[config.mk]
export PLATFORM = sky130hd
export DESIGN_NAME = token_neuron_array
export DESIGN_NICKNAME = d
export VERILOG_FILES = /design/src/rtl/tt_token_pkg.sv /design/src/rtl/token_event_fifo.sv /design/src/rtl/token_neuron_array.sv
export SDC_FILE = /design/constraint.sdc
export NUM_CORES = 1
export LEC_CHECK = 0
export CORE_AREA = 2 2 148 187
export CTS_BUF_LIST = sky130_fd_sc_hd__clkbuf_16
export CTS_CLUSTER_SIZE = 8
export DETAILED_ROUTE_END_ITERATION = 8
export DIE_AREA = 0 0 150 189
export PLACE_DENSITY_LB_ADDON = 0.15
export REMOVE_ABC_BUFFERS = 1
export SYNTH_ARGS = -nofsm -noshare
export SYNTH_HDL_FRONTEND = slang
export SYNTH_HIERARCHICAL = 1
export SYNTH_SLANG_ARGS = --single-unit
[constraint.sdc]
create_clock -name clk -period 8.4 [get_ports clk]
set_input_delay 2.1 -clock clk [delete_from_list [all_inputs] [get_ports clk]]
set_output_delay 2.1 -clock clk [all_outputs]
set_load 0.03 [all_outputs]
[src/rtl/tt_token_pkg.sv]
// Shared types and helpers for the token neuron array and the event router.
package tt_token_pkg;

    // Scan controller states
    typedef enum logic {
        IDLE = 1'b0,
        SCAN = 1'b1
    } fsm_e;

    // Configuration register selector
    typedef enum logic [1:0] {
        CFG_THRESH_ON  = 2'd0,
        CFG_THRESH_OFF = 2'd1,
        CFG_DURATION   = 2'd2,
        CFG_ENABLE     = 2'd3
    } cfg_sel_e;

    // Width-independent +/-1 step clamped to [lo, hi]; callers pass their own bounds.
    function automatic int sat_step(input int value, input logic up, input int lo, input int hi);
        if (up) begin
            return (value >= hi) ? hi : value + 1;
        end
        return (value <= lo) ? lo : value - 1;
    endfunction

endpackage

[src/rtl/token_event_fifo.sv]
// Synchronous first-word-fall-through FIFO; head entry is always presented on out_data.
module token_event_fifo #(
    parameter int WIDTH = 4,
    parameter int DEPTH = 4
) (
    input  logic             clk,
    input  logic             rst_n,
    input  logic             in_valid,
    output logic             in_ready,
    input  logic [WIDTH-1:0] in_data,
    output logic             out_valid,
    input  logic             out_ready,
    output logic [WIDTH-1:0] out_data
);

    localparam int PTR_W = (DEPTH > 1) ? $clog2(DEPTH) : 1;

    logic [WIDTH-1:0] mem [DEPTH];
    logic [PTR_W-1:0] wr_ptr;
    logic [PTR_W-1:0] rd_ptr;
    logic [PTR_W:0]   fill;
    logic             push;
    logic             pop;

    // A full FIFO still takes a write when the head leaves in the same cycle.
    assign out_valid = (fill != '0);
    assign in_ready  = (fill != (PTR_W+1)'(DEPTH)) || out_ready;
    assign push      = in_valid && in_ready;
    assign pop       = out_valid && out_ready;
    assign out_data  = mem[rd_ptr];

    // Pointer and occupancy bookkeeping
    always_ff @(posedge clk or negedge rst_n) begin
        if (!rst_n) begin
            wr_ptr <= '0;
            rd_ptr <= '0;
            fill   <= '0;
        end else begin
            if (push) wr_ptr <= wr_ptr + PTR_W'(1);
            if (pop)  rd_ptr <= rd_ptr + PTR_W'(1);
            case ({push, pop})
                2'b10:   fill <= fill + (PTR_W+1)'(1);
                2'b01:   fill <= fill - (PTR_W+1)'(1);
                default: fill <= fill;
            endcase
        end
    end

    // Storage write; contents need no reset since fill gates visibility
    always_ff @(posedge clk) begin
        if (push) mem[wr_ptr] <= in_data;
    end

endmodule

[src/rtl/token_neuron_array.sv]
// Array of token-counting neurons evaluated by a sequential scan on each global tick.
// Rise/fall edges are queued in an event FIFO feeding the network router.
module token_neuron_array
    import tt_token_pkg::*;
#(
    parameter int  NUM_NEURONS = 8,
    parameter int  COUNT_W     = 8,
    parameter int  DUR_W       = 4,
    parameter int  FIFO_DEPTH  = 4,
    localparam int ID_W        = $clog2(NUM_NEURONS)
) (
    input  logic               clk,
    input  logic               rst_n,
    input  logic               tick,
    input  logic               tok_valid,
    output logic               tok_ready,
    input  logic [ID_W-1:0]    tok_id,
    input  logic               tok_good,
    input  logic               cfg_we,
    output logic               cfg_ready,
    input  logic [ID_W-1:0]    cfg_addr,
    input  logic [1:0]         cfg_sel,
    input  logic [COUNT_W-1:0] cfg_data,
    output logic               ev_valid,
    input  logic               ev_ready,
    output logic [ID_W-1:0]    ev_id,
    output logic               ev_rise,
    output logic [NUM_NEURONS-1:0] on_vec,
    output logic               tick_overrun
);

    localparam int             CNT_MAX  = (1 << (COUNT_W - 1)) - 1;
    localparam int             CNT_MIN  = -(1 << (COUNT_W - 1));
    localparam logic [ID_W-1:0] LAST_IDX = ID_W'(NUM_NEURONS - 1);

    typedef struct packed {
        logic [ID_W-1:0] id;
        logic            rise;
    } event_t;

    fsm_e                      state;
    logic [ID_W-1:0]           scan_idx;
    logic                      tick_pending;
    logic                      overrun;

    logic signed [COUNT_W-1:0] count      [NUM_NEURONS];
    logic signed [COUNT_W-1:0] thresh_on  [NUM_NEURONS];
    logic signed [COUNT_W-1:0] thresh_off [NUM_NEURONS];
    logic [DUR_W-1:0]          duration   [NUM_NEURONS];
    logic [DUR_W-1:0]          timer      [NUM_NEURONS];
    logic [NUM_NEURONS-1:0]    on_state;
    logic [NUM_NEURONS-1:0]    enable;

    logic signed [COUNT_W-1:0] cur_count;
    logic [DUR_W-1:0]          cur_timer;
    logic [DUR_W-1:0]          timer_dec;
    logic                      want_rise;
    logic                      want_fall;
    logic                      ev_need;
    logic                      scan_stall;
    logic                      fifo_in_ready;
    event_t                    ev_in;
    event_t                    ev_out;

    assign tok_ready    = (state == IDLE);
    assign cfg_ready    = (state == IDLE);
    assign on_vec       = on_state;
    assign tick_overrun = overrun;
    assign ev_id        = ev_out.id;
    assign ev_rise      = ev_out.rise;

    // Evaluate the neuron under the scan pointer; the fall test uses the already-decremented timer
    always_comb begin
        cur_count  = count[scan_idx];
        cur_timer  = timer[scan_idx];
        timer_dec  = (cur_timer != '0) ? cur_timer - DUR_W'(1) : cur_timer;
        want_rise  = (state == SCAN) && enable[scan_idx] && !on_state[scan_idx]
                     && (cur_count >= thresh_on[scan_idx]);
        want_fall  = (state == SCAN) && enable[scan_idx] && on_state[scan_idx]
                     && ((timer_dec == '0) || (cur_count <= thresh_off[scan_idx]));
        ev_need    = want_rise || want_fall;
        scan_stall = ev_need && !fifo_in_ready;
        ev_in.id   = scan_idx;
        ev_in.rise = want_rise;
    end

    // Scan controller plus per-neuron state: tokens and config land in IDLE, evaluation in SCAN
    always_ff @(posedge clk or negedge rst_n) begin
        if (!rst_n) begin
            state        <= IDLE;
            scan_idx     <= '0;
            tick_pending <= 1'b0;
            overrun      <= 1'b0;
            on_state     <= '0;
            enable       <= '0;
            for (int i = 0; i < NUM_NEURONS; i++) begin
                count[i]      <= '0;
                thresh_on[i]  <= COUNT_W'(1);
                thresh_off[i] <= '0;
                duration[i]   <= DUR_W'(1);
                timer[i]      <= '0;
            end
        end else begin
            if (tick && tick_pending) overrun <= 1'b1;
            case (state)
                IDLE: begin
                    if (tok_valid && enable[tok_id]) begin
                        count[tok_id] <= COUNT_W'(sat_step(int'(count[tok_id]), tok_good,
                                                           CNT_MIN, CNT_MAX));
                    end
                    // Config is applied after the token so a disable always wins
                    if (cfg_we) begin
                        case (cfg_sel_e'(cfg_sel))
                            CFG_THRESH_ON:  thresh_on[cfg_addr]  <= cfg_data;
                            CFG_THRESH_OFF: thresh_off[cfg_addr] <= cfg_data;
                            CFG_DURATION:   duration[cfg_addr]   <= cfg_data[DUR_W-1:0];
                            CFG_ENABLE: begin
                                enable[cfg_addr] <= cfg_data[0];
                                if (!cfg_data[0]) begin
                                    count[cfg_addr]    <= '0;
                                    on_state[cfg_addr] <= 1'b0;
                                end
                            end
                            default: ;
                        endcase
                    end
                    if (tick || tick_pending) begin
                        state        <= SCAN;
                        scan_idx     <= '0;
                        tick_pending <= 1'b0;
                    end
                end
                SCAN: begin
                    if (tick) tick_pending <= 1'b1;
                    if (!scan_stall) begin
                        if (want_rise) begin
                            on_state[scan_idx] <= 1'b1;
                            timer[scan_idx]    <= duration[scan_idx];
                            count[scan_idx]    <= '0;
                        end else if (enable[scan_idx] && on_state[scan_idx]) begin
                            timer[scan_idx] <= timer_dec;
                            if (want_fall) on_state[scan_idx] <= 1'b0;
                        end
                        if (scan_idx == LAST_IDX) begin
                            state <= IDLE;
                        end else begin
                            scan_idx <= scan_idx + ID_W'(1);
                        end
                    end
                end
                default: state <= IDLE;
            endcase
        end
    end

    token_event_fifo #(
        .WIDTH ($bits(event_t)),
        .DEPTH (FIFO_DEPTH)
    ) u_event_fifo (
        .clk       (clk),
        .rst_n     (rst_n),
        .in_valid  (ev_need),
        .in_ready  (fifo_in_ready),
        .in_data   (ev_in),
        .out_valid (ev_valid),
        .out_ready (ev_ready),
        .out_data  (ev_out)
    );

endmodule

==> After elaboration in Yosys (flattened, before gate mapping) <==
Memory sizes are Yosys's and may differ from the RTL's.
Cells that the tools add are included.
{ "word_totals": {"n_memories": 1, "register_bits": 285, "input_bits": 23, "word_cells": 228, "ramBits": 16} }
{ "mem_list": {"columns": ["memory", "depth", "width", "rd", "rd_ports_with_merged_regs", "write_ports", "line", "rtl"], "rows": [
  ["u_event_fifo.mem", 4, 4, 1, 0, 1, "token_event_fifo.sv:18", "logic [WIDTH-1:0] mem [DEPTH];"]
]} }
{ "classes": {"n_addsub": 8, "n_bitwise": 14, "order_cmp": 15, "n_mux": 87, "n_reduce_logical": 37, "n_eq_ne": 17} }
{ "ops": {"columns": ["operator", "count"], "rows": [
  ["64-bit two-way mux", 7],
  ["64-bit bitwise mux", 3],
  ["8-bit two-way mux", 24],
  ["64-bit bitwise AND", 2],
  ["64-bit NOT", 2],
  ["64-bit case mux with 2 select lines", 1],
  ["8-bit binary-select mux with 3-bit select", 4],
  ["32-bit bitwise mux", 3],
  ["8-bit demux with 3-bit select", 3],
  ["32-bit two-way mux", 2],
  ["4-bit two-way mux", 7],
  ["4-bit binary-select mux with 3-bit select", 2],
  ["4-bit demux with 3-bit select", 2],
  ["3-bit AND reduction", 6],
  ["8-bit bitwise AND", 2],
  ["1-bit logical AND", 16],
  ["8-bit NOT", 2],
  ["8-bit case mux with 2 select lines", 1],
  ["1-bit two-way mux", 15],
  ["4-bit >= comparator (second input constant)", 3],
  ["3-bit by 4-bit less-than comparator with 1-bit output (second input constant)", 3],
  ["4-bit by 1-bit less-than comparator with 1-bit output (second input constant)", 3],
  ["3-bit NOT with 4-bit output", 3],
  ["3-bit case mux with 2 select lines", 2],
  ["other kinds (34)", 60]
]} }

==> Longest topological paths before layout <==
Gate-level depths: netlist of run 1.
{ "depth": {"depth_word": 18, "depth_mapped": 25} }

==> Cells and area by module <==
The synthesis of run 1 kept the hierarchy.
{ "by_module_without_submodules": {"columns": ["mod", "instances", "seq_area_each_um2", "area_per_inst_um2", "cells_each"], "rows": [
  ["token_neuron_array", 1, 6976.7, 14221.1, 1239],
  ["token_event_fifo", 1, 655.6, 1017.2, 60]
]} }

==> Least setup slack after synthesis of run 1 <==
OpenSTA, ideal clock, no wires.
{ "synth_path": {"path_kind": "reg-to-reg", "startpoint": "register scan_idx[0]", "endpoint": "register u_event_fifo.fill[2]", "setup_slack_ps": 3408, "required_ps": 8275, "period_less_slack_ps": 4992, "setup_ps": 125, "path_stages_with_launch": 24, "t_arrival_ps": 4867, "path_cell_list": "dfrtp_1 -> clkbuf_1 -> clkbuf_1 -> nor3_1 -> clkbuf_1 -> buf_1 -> a22oi_1 -> nand3_1 -> ha_1 -> nand4_1 -> o311ai_0 -> o22ai_1 -> or3b_2 -> clkbuf_1 -> and2_1 -> inv_1 -> and2_4 -> inv_1 -> ha_1 -> inv_1 -> fa_1 -> xor2_1 -> nor2_1 -> xor2_1"} }
{ "synth_via": {"elab_chain_len": 13, "word_cells_on_any_way": 36} }
{ "synth_lines": {"columns": ["element", "line", "rtl"], "rows": [
  ["start: declaration", "token_neuron_array.sv:42", "logic [ID_W-1:0] scan_idx;"],
  ["start signal: assignment", "token_neuron_array.sv:147", "scan_idx <= scan_idx + ID_W'(1);"],
  ["3-bit NOT with 4-bit output (not written as such)", null, null],
  ["4-bit binary-select mux with 3-bit select", "token_neuron_array.sv:75", "cur_timer = timer[scan_idx];"],
  ["4-bit two-way mux (not written as such) (2 in a row)", "token_neuron_array.sv:75", null],
  ["4-bit by 1-bit subtractor with 4-bit output / 4-bit nonzero test (equally long branches)", "token_neuron_array.sv:76", "timer_dec = (cur_timer != '0) ? cur_timer - DUR_W'(1) : cur_timer;"],
  ["4-bit two-way mux", "token_neuron_array.sv:76", null],
  ["4-bit zero test", "token_neuron_array.sv:80", "&& ((timer_dec == '0) || (cur_count <= thresh_off[scan_idx]));"],
  ["1-bit logical OR", "token_neuron_array.sv:80", null],
  ["1-bit logical AND", "token_neuron_array.sv:80", null],
  ["1-bit logical OR *", "token_neuron_array.sv:81", "ev_need = want_rise || want_fall;"],
  ["via ev_need", "token_neuron_array.sv:59", "logic ev_need;"],
  ["1-bit logical AND *", "token_event_fifo.sv:28", "assign push = in_valid && in_ready;"],
  ["2-bit by 1-bit equality test with 1-bit output / 2-bit equality test (equally long branches)", "token_event_fifo.sv:41", "case ({push, pop})"],
  ["3-bit case mux with 2 select lines / 2-bit nonzero test (equally long branches)", null, null],
  ["end signal: assignment", "token_event_fifo.sv:42", "2'b10: fill <= fill + (PTR_W+1)'(1);"],
  ["end signal: assignment", "token_event_fifo.sv:43", "2'b01: fill <= fill - (PTR_W+1)'(1);"],
  ["end signal: assignment", "token_event_fifo.sv:44", "default: fill <= fill;"],
  ["end: declaration", "token_event_fifo.sv:21", "logic [PTR_W:0] fill;"]
]} }
Mark *: on every way through the listed nets, which the timed path passes. The rest lies on a longest branch. The select of a mux whose other input is x is not followed.
A chain may end at the register's enable or synchronous reset.

==> Worst setup path in the final report of run 1 <==
{ "layout_path": {"startpoint": "register scan_idx[1]", "endpoint": "register count[47] (netlist name)"} }
{ "layout_via": {"word_cells_on_any_way": 45} }
{ "layout_lines": {"columns": ["element", "line", "rtl"], "rows": [
  ["3-bit NOT with 4-bit output (not written as such)", "token_neuron_array.sv:74, token_neuron_array.sv:78", null],
  ["8-bit binary-select mux with 3-bit select (on tied branches)", "token_neuron_array.sv:74, token_neuron_array.sv:78", null],
  ["8-bit two-way mux (on tied branches) (2 in a row)", "token_neuron_array.sv:74, token_neuron_array.sv:78", null],
  ["8-bit >= comparator", "token_neuron_array.sv:78", "&& (cur_count >= thresh_on[scan_idx]);"],
  ["1-bit logical AND *", "token_neuron_array.sv:78", null],
  ["via want_rise", "token_neuron_array.sv:57", "logic want_rise;"],
  ["1-bit logical OR", "token_neuron_array.sv:81", null],
  ["1-bit logical AND", "token_neuron_array.sv:82", "scan_stall = ev_need && !fifo_in_ready;"],
  ["2-bit != test (no source line)", null, null],
  ["2-bit AND reduction (no source line) *", null, null],
  ["end signal: indexed assignment", "token_neuron_array.sv:108", "count[tok_id] <= COUNT_W'(sat_step(int'(count[tok_id]), tok_good,"],
  ["end: declaration", "token_neuron_array.sv:46", "logic signed [COUNT_W-1:0] count [NUM_NEURONS];"]
]} }
Marked as above.

==> results of run 1 <==
## metrics by stage
stage	setup WS, ps	utilization, %
5_1_grt	2180	64.7
3_3_place_gp	2320	60.1
3_5_place_dp	2280	60.1
6_report	2460	64.7
2_1_floorplan	2170	-
4_1_cts	2570	64.7
## state kept, by name, indices dropped and copies added, names as in the netlist, 2 cells and up, named ones only
| signal | count |
|---|---|
| u_event_fifo/rd_ptr | 2 |
| enable | 8 |
| u_event_fifo/fill | 3 |
| duration | 32 |
| thresh_off | 64 |
| timer | 32 |
| count | 64 |
| u_event_fifo/mem | 16 |
| scan_idx | 3 |
| thresh_on | 64 |
| u_event_fifo/wr_ptr | 2 |
## worst max-delay path: cells and delay by family (launching register included)
| kind | cells | cell delay [ps] |
|---|---|---|
| AOI/OAI and AO/OA | 6 | 1830 |
| buffers and inverters | 4 | 1520 |
| and+or+nand+nor | 5 | 1490 |
| DFF | 1 | 740 |
| adders and majority gates | 1 | 290 |
## placed cells by master (no fill, tap or decap), types with 5 or more instances in the layout
| master | n |
|---|---|
| edfxtp_1 | 16 |
| mux2_2 | 178 |
| buf_4 | 18 |
| inv_1 | 72 |
| a221o_1 | 5 |
| a221oi_1 | 13 |
| nand4_1 | 13 |
| o2bb2ai_1 | 41 |
| a21oi_1 | 38 |
| and4_1 | 11 |
| mux4_2 | 16 |
| dfrtp_1 | 269 |
| ha_1 | 27 |
| mux2i_1 | 26 |
| dfstp_2 | 16 |
| nor3_1 | 11 |
| o21ai_0 | 9 |
| and3_1 | 22 |
| nor3b_1 | 5 |
| xor2_1 | 6 |
| nand3b_1 | 9 |
| clkdlybuf4s50_1 | 36 |
| nand3_1 | 27 |
| o22ai_1 | 21 |
| a22oi_1 | 91 |
| or2_2 | 7 |
| nand2b_1 | 7 |
| a211oi_1 | 8 |
| nor2b_1 | 12 |
| nor2_1 | 57 |
| and2_1 | 8 |
| nand2_1 | 68 |
| a22o_1 | 45 |
| xnor2_1 | 9 |
| clkbuf_16 | 43 |
## per-layer routing
layer	part of all wire (%)	track usage, %	wire length (um)
met4	5.2	15.2	2190
met2	47	48.3	20000
met3	7.6	6.72	3240
met1	40	39.4	17100
met5	0	0	0
## worst min-delay path by stage
stage | depth (start not counted) | slack [ps] | to
3_5_place_dp | 1 | 460 | tick_overrun
2_1_floorplan | 1 | 450 | timer[27]
3_3_place_gp | 1 | 440 | tick_overrun
5_1_grt | 1 | 490 | tick_overrun
4_1_cts | 1 | 470 | tick_overrun
6_report | 1 | 460 | tick_overrun
## layout make-up
| class | count | share of cell area, % |
|---|---|---|
| flip-flops and latches | 301 | 44.5 |
| multi-input cells | 866 | 41.5 |
| clock buffers | 43 | 6.28 |
| repair buffers | 58 | 3.24 |
| well taps | 345 | 2.52 |
| inverters | 53 | 1.16 |
| clock inverters | 24 | 0.774 |
## report_power, final
group / internal (mW) / total, mW / switching [mW]
Combinational: 0.894 / 2.28 / 1.39
Clock: 0.917 / 1.54 / 0.626
Sequential: 1.82 / 2.10 / 0.277
## cells by family after synthesis
kind of cell / synth area share [%]
DFF: 50.1
muxes: 17.3
and+or+nand+nor: 9.93
adders and majority gates: 2.35
buffers and inverters: 3.46
AOI/OAI and AO/OA: 15.9
xor gates and xnor gates: 0.969
==> results.json, run 1 <==
{
  "ys_seq_elements": 301,
  "ys.warnings.count": 6,
  "r2r-end": "count[47]",
  "diodes": 0,
  "first_pass_iters": 5,
  "outcome": "completed",
  "skew_ps": 26.1,
  "routed_wl_mm": 42.5,
  "clk_latency_ps": 550,
  "drtIter0Drc": 1009,
  "totalPowerFinal_mw": 5.93,
  "syn_inst": 1299,
  "rows": 67,
  "wl_per_cell_um": 25.1,
  "ir_worst_vdd_v": 0.000177,
  "drc": 0,
  "fin_crit_sh_pct": 70.7,
  "drive_gt1_share_pct": 23.3,
  "slew_violations": 0,
  "cpPeakStageDelay_ps": 790,
  "setup_tns_ps": 0,
  "path_clk_slew_ps": 50,
  "clkSinkCount": 301,
  "yosysUniqueCellTypes": 77,
  "ys.flop_type": "dfrtp_1",
  "dieArea_um2": 28400,
  "die_x_um": 150,
  "hp-class": "reg2reg",
  "num_vias": 11310,
  "syn_area_um2": 15200,
  "powerDensity_nw_per_um2": 346,
  "ff2ff_setup_slack_ps": 2460,
  "startpoint_type": "register",
  "ys_seq_area_share_pct": 50.1,
  "cts-root-buf": "clkbuf_16",
  "io_pins": 39,
  "cp-end-kind": "register",
  "path_cells": "buf_4 > inv_1 > nor3_2 > buf_4 > a22oi_1 > and4_1 > ha_1 > nand2b_1 > a211oi_1 > o311ai_0 > o22ai_1 > or3b_2 > clkinv_1 > and3_1 > a22oi_1 > a22o_1",
  "syn_avg_cell_area_um2": 11.7,
  "gp_congestion": 0.909,
  "arrival_ps": 6410,
  "cts_resized": 0,
  "cts_tree": "yes",
  "antenna_found_initial": 0,
  "numCtsBuffers": 43,
  "placed_area_um2": 15900,
  "ant_nets": 0,
  "multi_input_area_um2": 7110,
  "place_hpwl_mm": 27.5,
  "fin_cells": 1690,
  "synth_edf_count": 16,
  "power.leakage_nw": 7.63,
  "rsz0062_at_grt": "no",
  "synth_top_cell_by_area": "dfrtp_1",
  "synth_area_leaders": "dfrtp_1, mux2_2, a22oi_1, edfxtp_1, dfstp_2",
  "cp_max_fo": 33,
  "area_growth_pct": 12.5,
  "fp.dieH_um": 189,
  "fmax_ghz": 0.168,
  "cts_setup_buffers": 0,
  "hp-start": "tick_overrun",
  "grt_first_pass_wirelength_mm": 66.0,
  "grt_util_all_layers_pct": 30.4,
  "synthTopCellsByCount": "dfrtp_1, mux2_2, a22oi_1",
  "port_buffers": 38,
  "worst_hold_slack_ps": 464,
  "via_per_inst": 6.69,
  "nets": 1374,
  "coreArea_um2": 26500,
  "tightest_slew_ps": 1160,
  "worstSetupPathType": "reg2reg",
  "reg2reg_depth": 16,
  "fillerInstances": 2117,
  "first_global_vias": 11491,
  "setup_viol": 0,
  "yosysTopAreaCellShare_pct": 44.2,
  "maxCapViolations": 0,
  "grt_overflow_total": 0,
  "hold_viol_final": 0,
  "grt_max_degree": 164,
  "cts.htree.levels": 2,
  "initial_core_util_pct": 57.5,
  "cts_hold_buf": 0,
  "crit_path_start": "scan_idx[1]",
  "synth_most_common_cell": "dfrtp_1",
  "cp_data_required_time_ps": 8870,
  "reg2reg_from": "scan_idx[1]",
  "placed_cells": 1623,
  "async_flop_share_pct": 94.7,
  "clk_path_buf_depth": 3,
  "fin_crit_ps": 5940,
  "worstSetupEndpoint": "count[47]",
  "slowest_stage": "a22oi_1",
  "seqCellArea_um2": 7630,
  "slew_headroom_pct": 22.4,
  "final_area_um2": 17100
}
Power figures use the tool's default switching activity.
==> inputs of run 2 (changes only) <==
Settings changed: CORE_AREA 2 2 148 187 to 2 2 151 190, DIE_AREA 0 0 150 189 to 0 0 153 192.
Clock period 8.4 ns to 4.8 ns, I/O delays scaled along.
==> run 2 against run 1 <==
Effect of this change: power grew 80%; flip-flop and latch count is the same; die area grew 3.6%; global-route usage is essentially flat; clock power grew 77%; count of clock-buffer cells in the layout grew 1; largest cell class unchanged.
==> results.json, run 2 (same netlist as run 1, synthesis figures left out) <==
{
  "outcome": "completed",
  "drc": 0,
  "power.switching_mw": 4.10,
  "nets": 1421,
  "drive_gt1_share_pct": 26.2,
  "area_growth_pct": 15.3,
  "cpPeakStageDelay_ps": 460,
  "cts.htree.levels": 2,
  "path_clk_slew_ps": 50,
  "final_cell_mix": "dfrtp_1, mux2_2, a22oi_1",
  "p_clk_share_pct": 25.5,
  "final_util_pct": 64.0,
  "cts-root-buf": "clkbuf_16",
  "fp.dieH_um": 192,
  "multi_input_area_um2": 7140,
  "io_pins": 39,
  "cp_data_required_time_ps": 5260,
  "maxCapViolations": 0,
  "cts_tree": "yes",
  "ir_worst_vdd_v": 0.000299,
  "arrival_ps": 5020,
  "num_vias": 11527,
  "crit_top_cell": "inv_1",
  "setup_viol": 0,
  "placed_cells": 1674,
  "slowest_stage": "dfrtp_1",
  "hp-start": "tick_overrun",
  "tightest_slew_ps": 1050,
  "startpoint_type": "register",
  "via_per_inst": 6.61,
  "numCtsBuffers": 43,
  "coreArea_um2": 27500,
  "p_sw_share_pct": 38.4,
  "ant_nets": 0,
  "first_global_vias": 11747,
  "clk_path_buf_depth": 3,
  "reg2reg_from": "scan_idx[0]",
  "grt_util_all_layers_pct": 30.4,
  "place_hpwl_mm": 29.8,
  "worst_hold_slack_ps": 461,
  "grt_overflow_total": 0,
  "hold_viol_final": 0,
  "die_x_um": 153,
  "worst_slack_ps": 239,
  "cts_hold_buf": 0,
  "diodes": 0,
  "slew_headroom_pct": 30.2,
  "fin_cells": 1745,
  "grt_max_degree": 116,
  "clkSinkCount": 301,
  "power.leakage_nw": 7.90,
  "placed_area_um2": 16300,
  "fillerInstances": 2180,
  "worstSetupPathType": "reg2reg",
  "ff2ff_setup_slack_ps": 240,
  "setup_tns_ps": 0,
  "reg_top3": "count: 64 flops, thresh_off: 64 flops, thresh_on: 64 flops",
  "first_pass_iters": 6,
  "wl_per_cell_um": 25.2,
  "cp_max_fo": 15,
  "rows": 68,
  "dieArea_um2": 29400,
  "port_buffers": 38,
  "antenna_found_initial": 0,
  "routed_wl_mm": 44.0,
  "seqPwrFrac_pct": 34.0,
  "fin_crit_ps": 4560,
  "final_common_cell": "dfrtp_1",
  "powerDensity_nw_per_um2": 607,
  "slew_violations": 0,
  "gp_congestion": 0.924,
  "fin_crit_sh_pct": 95.0,
  "hp-class": "reg2reg",
  "path_cells": "buf_4 > nand2b_2 > nor2_4 > buf_12 > buf_4 > a22oi_1 > and4_1 > ha_1 > o21a_1 > o21ai_0 > a31oi_1 > o21bai_1 > o31ai_1 > and2_1 > inv_1 > and2_4 > inv_1 > ha_1 > inv_1 > fa_1 > xor2_1 > nor2_1 > xor2_1",
  "cp-end-kind": "register",
  "drtIter0Drc": 1186,
  "combPwrFrac_pct": 40.4,
  "place_ws_ps": 78.9,
  "seqCellArea_um2": 7630,
  "grt_first_pass_wirelength_mm": 68.8,
  "initial_core_util_pct": 55.4,
  "crit_path_start": "scan_idx[0]",
  "rsz0062_at_grt": "yes",
  "fmax_ghz": 0.219,
  "intPower_mw": 6.58,
  "totalPowerFinal_mw": 10.7,
  "final_area_um2": 17600,
  "clk_latency_ps": 540,
  "skew_ps": 21.9
}
[run 2: worst max-delay path, delay by kind of cell, from the launching register on]
| family | cells | cell delay, ps |
|---|---|---|
| AOI/OAI and AO/OA | 6 | 930 |
| xor gates and xnor gates | 2 | 300 |
| adders and majority gates | 3 | 860 |
| buffers and inverters | 6 | 790 |
| DFF | 1 | 460 |
| and+or+nand+nor | 6 | 1120 |
[run 2: worst paths after layout]
path	cells after the start	end
max	23	u_event_fifo/fill[2]
min	1	tick_overrun
max reg2reg	23	u_event_fifo/fill[2]
min reg2reg	1	tick_overrun
max in group asynchronous	2	thresh_off[17]
min in group asynchronous	1	count[4]
[run 2: layer usage]
| metal | vias to the layer above | part of all wire [%] | track usage (%) |
|---|---|---|---|
| met2 | 520 | 48 | 50.4 |
| li1 | 5056 | - | - |
| met5 | - | 0 | 0 |
| met4 | 0 | 3.6 | 11.5 |
| met3 | 110 | 7.3 | 5.55 |
| met1 | 5841 | 41 | 40.1 |
[run 2: final cells by class]
type / instances / area share (%)
sequential: 301 / 43.4
multi-input combinational: 866 / 40.6
clock buffer: 44 / 6.27
timing repair buffer: 105 / 5.40
tap: 350 / 2.49
inverter: 53 / 1.13
clock inverter: 26 / 0.655
[run 2: what timing repair did]
| action | 4_1_cts | 5_1_grt |
|---|---|---|
| setup buffers | 0 | 1 |
| endpoints found under the hold margin | 0 | 0 |
| gates resized for setup | 0 | 10 |
| endpoints found under the setup margin | 0 | 31 |
[run 2: power by group through the flow]
stage / clock network [mW] / logic (mW) / registers (mW)
floorplan: 0 / 2.62 / 3.61
global placement: 0 / 4.12 / 3.63
detailed placement: 0 / 4.22 / 3.65
CTS: 2.76 / 4.24 / 3.62
global route: 2.88 / 4.67 / 3.70
finish: 2.72 / 4.31 / 3.63
